==> src/rtl/regs_sb_if.sv <==
// Register-file bus: read ports, WB write port, ID issue, flush and busy count.
// Drivers use the master modport; regs_sb uses the slave modport.
interface regs_sb_if #(
  parameter int unsigned XLEN = 32,
  parameter int unsigned AW   = 5,
  parameter int unsigned NRD  = 2
);
  logic [NRD*AW-1:0]   raddr_i;
  logic [NRD*XLEN-1:0] rdata_o;
  logic [NRD-1:0]      rbusy_o;
  logic                wb_we_i;
  logic [AW-1:0]       wb_waddr_i;
  logic [XLEN-1:0]     wb_wdata_i;
  logic                id_issue_i;
  logic [AW-1:0]       id_rd_i;
  logic                flush_i;
  logic [AW:0]         busy_cnt_o;

  modport master (
    output raddr_i, wb_we_i, wb_waddr_i, wb_wdata_i, id_issue_i, id_rd_i, flush_i,
    input  rdata_o, rbusy_o, busy_cnt_o
  );

  modport slave (
    input  raddr_i, wb_we_i, wb_waddr_i, wb_wdata_i, id_issue_i, id_rd_i, flush_i,
    output rdata_o, rbusy_o, busy_cnt_o
  );
endinterface

==> src/rtl/regs_sb.sv <==
// Integer register file with NRD combinational read ports, one WB write port,
// same-cycle WB bypass and a per-register busy scoreboard with a running count.
module regs_sb #(
  parameter int unsigned XLEN     = 32,
  parameter int unsigned AW       = 5,
  parameter int unsigned NRD      = 2,
  parameter int unsigned ZERO_REG = 1,
  parameter int unsigned BYPASS   = 1
) (
  input logic       clk_100MHz,
  input logic       arst_n,
  regs_sb_if.slave  bus
);

  localparam int unsigned Depth = 2 ** AW;

  logic [XLEN-1:0] mem_q [Depth];
  logic [XLEN-1:0] mem_d [Depth];
  logic [Depth-1:0] busy_q, busy_d;
  logic [AW:0]      cnt_q, cnt_d;
  logic             wr_en, iss_en, inc, dec;

  always_comb begin
    wr_en  = bus.wb_we_i && !((ZERO_REG != 0) && (bus.wb_waddr_i == '0));
    iss_en = bus.id_issue_i && !((ZERO_REG != 0) && (bus.id_rd_i == '0));

    mem_d = mem_q;
    if (wr_en) mem_d[bus.wb_waddr_i] = bus.wb_wdata_i;

    busy_d = busy_q;
    inc    = 1'b0;
    dec    = 1'b0;
    if (bus.flush_i) begin
      busy_d = '0;
    end else begin
      if (bus.wb_we_i) busy_d[bus.wb_waddr_i] = 1'b0;
      // Issue is applied after the WB clear so a newer producer keeps the bit set.
      if (iss_en) busy_d[bus.id_rd_i] = 1'b1;
      inc = iss_en && !busy_q[bus.id_rd_i];
      dec = bus.wb_we_i && busy_q[bus.wb_waddr_i] &&
            !(iss_en && (bus.id_rd_i == bus.wb_waddr_i));
    end

    if (bus.flush_i) cnt_d = '0;
    else             cnt_d = cnt_q + {{AW{1'b0}}, inc} - {{AW{1'b0}}, dec};
  end

  always_ff @(posedge clk_100MHz or negedge arst_n) begin
    if (!arst_n) begin
      for (int i = 0; i < Depth; i++) mem_q[i] <= '0;
      busy_q <= '0;
      cnt_q  <= '0;
    end else begin
      mem_q  <= mem_d;
      busy_q <= busy_d;
      cnt_q  <= cnt_d;
    end
  end

  for (genvar k = 0; k < NRD; k++) begin : g_rd
    logic [AW-1:0] ra;
    logic          byp, zero;

    always_comb begin
      ra   = bus.raddr_i[k*AW +: AW];
      byp  = (BYPASS != 0) && bus.wb_we_i && (bus.wb_waddr_i == ra);
      zero = (ZERO_REG != 0) && (ra == '0);
    end

    assign bus.rdata_o[k*XLEN +: XLEN] = zero ? '0 : (byp ? bus.wb_wdata_i : mem_q[ra]);
    // A same-cycle WB to this register resolves the hazard through the bypass.
    assign bus.rbusy_o[k] = !zero && busy_q[ra] && !byp;
  end

  assign bus.busy_cnt_o = cnt_q;

endmodule
==> src/flat_wrapper.sv <==
// flat-port wrapper written by rule: the top's interface ports become plain ports
module regs_sb_flat 
#(
  parameter int unsigned XLEN     = 32,
  parameter int unsigned AW       = 5,
  parameter int unsigned NRD      = 2,
  parameter int unsigned ZERO_REG = 1,
  parameter int unsigned BYPASS   = 1
)
  (clk_100MHz, arst_n, bus_raddr_i, bus_wb_we_i, bus_wb_waddr_i, bus_wb_wdata_i, bus_id_issue_i, bus_id_rd_i, bus_flush_i, bus_rdata_o, bus_rbusy_o, bus_busy_cnt_o);
  regs_sb_if #(.XLEN(XLEN), .AW(AW), .NRD(NRD)) bus_i ();
  input logic clk_100MHz;
  input logic arst_n;
  input wire logic [$bits(bus_i.raddr_i)-1:0] bus_raddr_i;
  input wire logic [$bits(bus_i.wb_we_i)-1:0] bus_wb_we_i;
  input wire logic [$bits(bus_i.wb_waddr_i)-1:0] bus_wb_waddr_i;
  input wire logic [$bits(bus_i.wb_wdata_i)-1:0] bus_wb_wdata_i;
  input wire logic [$bits(bus_i.id_issue_i)-1:0] bus_id_issue_i;
  input wire logic [$bits(bus_i.id_rd_i)-1:0] bus_id_rd_i;
  input wire logic [$bits(bus_i.flush_i)-1:0] bus_flush_i;
  output wire logic [$bits(bus_i.rdata_o)-1:0] bus_rdata_o;
  output wire logic [$bits(bus_i.rbusy_o)-1:0] bus_rbusy_o;
  output wire logic [$bits(bus_i.busy_cnt_o)-1:0] bus_busy_cnt_o;
  assign bus_i.raddr_i = bus_raddr_i;
  assign bus_i.wb_we_i = bus_wb_we_i;
  assign bus_i.wb_waddr_i = bus_wb_waddr_i;
  assign bus_i.wb_wdata_i = bus_wb_wdata_i;
  assign bus_i.id_issue_i = bus_id_issue_i;
  assign bus_i.id_rd_i = bus_id_rd_i;
  assign bus_i.flush_i = bus_flush_i;
  assign bus_rdata_o = bus_i.rdata_o;
  assign bus_rbusy_o = bus_i.rbusy_o;
  assign bus_busy_cnt_o = bus_i.busy_cnt_o;
  regs_sb #(.XLEN(XLEN), .AW(AW), .NRD(NRD), .ZERO_REG(ZERO_REG), .BYPASS(BYPASS)) u_core (.clk_100MHz(clk_100MHz), .arst_n(arst_n), .bus(bus_i));
endmodule
==> config.mk <==
export PLATFORM = sky130hd
export DESIGN_NAME = regs_sb_flat
export DESIGN_NICKNAME = d
export VERILOG_FILES = /design/src/rtl/regs_sb_if.sv /design/src/rtl/regs_sb.sv /design/src/flat_wrapper.sv
export SDC_FILE = /design/constraint.sdc
export NUM_CORES = 2
export LEC_CHECK = 0
export ABC_CLOCK_PERIOD_IN_PS = 4000
export CAP_MARGIN = 20
export CORE_MARGIN = 2
export CORE_UTILIZATION = 40
export CTS_CLUSTER_DIAMETER = 60
export CTS_CLUSTER_SIZE = 10
export DETAILED_ROUTE_END_ITERATION = 6
export PLACE_DENSITY = 0.55
export SETUP_SLACK_MARGIN = 0.15
export SYNTH_ARGS = -nofsm -noshare
export SYNTH_HDL_FRONTEND = slang
export SYNTH_SLANG_ARGS = --single-unit
==> constraint.sdc <==
create_clock -name clk_100MHz -period 4 [get_ports clk_100MHz]
set_input_delay 0.6 -clock clk_100MHz [delete_from_list [all_inputs] [get_ports clk_100MHz]]
set_output_delay 0.6 -clock clk_100MHz [all_outputs]
set_load 0.02 [all_outputs]
==> metrics <==
Worst Setup Path Type=input port to output port; sequential cell area fraction in the yosys report=0.461; Synthesis Warnings=0; leakage power=just under 30 nW; synth top area cells=dfrtp_1 46%, mux4_2 20%, mux2_2 20%, clkbuf_1 1.7%, mux2i_1 1.4%; RePlAce Congestion=0.832; initial antenna violation count=6; GRT met1 Usage=0.371; Cell Area, Synth=0.0577 mm²; worst vdd ir=0.355 mV; leading area contributor after synthesis=dfrtp_1; post-route cell area=between 0.06 and 0.07 mm²; CP bufs+invs=4; Hold Vio Cnt, Final=0; f_max=264 MHz; nets=4,166; CORE AREA=0.143 mm²; GRT Util Overall=0.265; DRT Wirelength=between 150,000 and 200,000 µm; Setup TNS=0 ns; crit-path cells=clkdlybuf4s50_1, buf_4, xor2_1, nor4_1, buf_4, nand3_4, and3b_2, a221o_1, clkdlybuf4s50_1; final core occ=0.470; unrepaired setup endpoints after global routing=yes; DR pass1 iterations=5; DRC=0; syn_area_per_cell=approximately 15 µm²; H-tree depth=4; Yosys reg bits=1,062; final number of setup-violating endpoints=0; Cell Count, Final, Fillers Out=6,057; GR Overflow Total=0; Yosys cell types=57; vias in the first global route=roughly 39,000; Crit-path slowest cell=clkdlybuf4s50_1; met3 Use GR=0.0451; Startpoint Class=input port; most used routing layer=met2; die height=384 µm; Max Cap Viol=0; CTS buffer count=132; WP data arrival=3.18 ns; top-area cell type share of the netlist area=0.461; ys async rst share=1.00; met2 Usage GRT=0.419; WL/cell=31.9 µm; final-report max-slew violation count=0; Cells after DPL=5,868; die area=0.147 mm²; HPWL reported at the end of detailed placement=about 120,000 µm; Port Buf Inserts=128; floorplan row count=139; CTS clk-pin slew, worst paths=0.05 ns; cell family with most CP delay=buffers and inverters; Post-synth EDFFs=0; Final min period=3.78 ns; via count=approximately 38,000; top-count cell post-synth=dfrtp_1; Die X=384 µm; Syn Inst Count=3,916; actual slew at the worst max-slew pin=approximately 0.98 ns; Worst Path Required=3.40 ns; crit path max fanout=6; CTS root buffer=clkbuf_16; area added between synthesis and finish=16.9%; relative slew slack=0.347; Synth top cells by count=1,062 x dfrtp_1, 1,042 x mux2_2, 525 x mux4_2; Worst Setup End Kind=output port; syn nets=3,980; via/cell ratio=6.26; final worst path period share=0.946; CTS tree=done; first-pass GRT wire length=283,000 µm; CTS max path bufs=3; power per cell area=484 mW/mm²; pin count of the biggest net entering global routing=108; Starting DRT DRC Count=between 3,000 and 4,000; share of layout cells above drive strength 1=0.529; Hold WC Path Type=flop to flop; Most used DFF post-synth=dfrtp_1; status=complete, no violations; number of clock sinks=1,062; Initial Utilization=0.403; post-route ant nets=0; dpl cell area=0.0634 mm²; largest stage delay on the critical path=0.54 ns; Skew-Pair Late Insertion Delay=0.75 ns; io pins=129; clk_skew=a little under 0.01 ns
[path summary, 6_finish.rpt]
kind	start	end	slack (ns)	depth (start not counted)
max in group asynchronous	arst_n	u_core.mem_q[462]	2.31	3
min in group asynchronous	arst_n	u_core.mem_q[377]	0.47	2
max reg2reg	u_core.busy_q[31]	u_core.bus.busy_cnt_o[4]	0.81	14
min	u_core.mem_q[993]	u_core.mem_q[993]	0.39	0
min reg2reg	u_core.mem_q[993]	u_core.mem_q[993]	0.39	0
max	bus_wb_waddr_i[4]	bus_rdata_o[18]	0.22	9
[final cells by class]
cell class	instances	area (µm²)
fillers	12611	75900
multi-input cells	2380	29200
flip-flops and latches	1062	26600
repair buffers	495	5190
clock buffers	161	3630
well taps	1903	2380
clock inverters	23	293
inverters	31	116
diodes	2	5.00
[state kept, by name (all words and copies together) (netlist names)]
signal	count
u_core.bus.busy_cnt_o	6
u_core.mem_q	1024
u_core.busy_q	32
[per-stage QoR]
stage               hold WS, ns  total power (W)  setup slack, ns
finish                    0.395           0.0326            0.216
detailed placement        0.384           0.0215           -0.116
floorplan                 0.304           0.0189            0.497
global placement          0.377           0.0213           -0.117
CTS                       0.395           0.0328            0.151
global route              0.406           0.0340            0.128
[cells in the final DEF, fill, tap and decap left out, types with 66 or more instances in the layout]
cell	instances
dfrtp_1	1062
mux2i_1	79
clkbuf_16	137
mux4_2	525
buf_4	290
a22oi_1	66
buf_12	95
mux2_2	1042
nor2_1	74
[layer usage]
layer  share of wire  routed length [µm]
met1            0.43               84000
met2            0.47               91400
met3           0.060               11700
met4           0.032                6280
met5        0.000067                  13
[logic make-up after synthesis]
group | after synthesis | synth area share
AO/OA/AOI/OAI | 359 | 0.0452
XOR/XNOR | 19 | 0.00288
adder cells (fa/ha/maj) | 7 | 0.00165
buffers and inverters | 474 | 0.0367
flip-flops | 1062 | 0.461
multiplexers | 1647 | 0.422
AND/OR/NAND/NOR | 348 | 0.0306
[report_power, final]
part	internal, W	leakage [nW]	switching [W]
clock	0.00660	1.93	0.00471
combinational	0.00420	13.4	0.00294
sequential	0.0127	13.7	0.00142
total	0.0235	29.0	0.00907
[repair_timing]
item                                    4_1_cts  5_1_grt
hold buffers                                  1        0
endpoints found under the setup margin       40       27
endpoints found under the hold margin        48        0
gates cloned                                  0        0
gates resized for setup                      40       25
setup buffers                                 2        0
pin swaps                                     2        2
No activity file was read; power rests on OpenSTA's default activity.
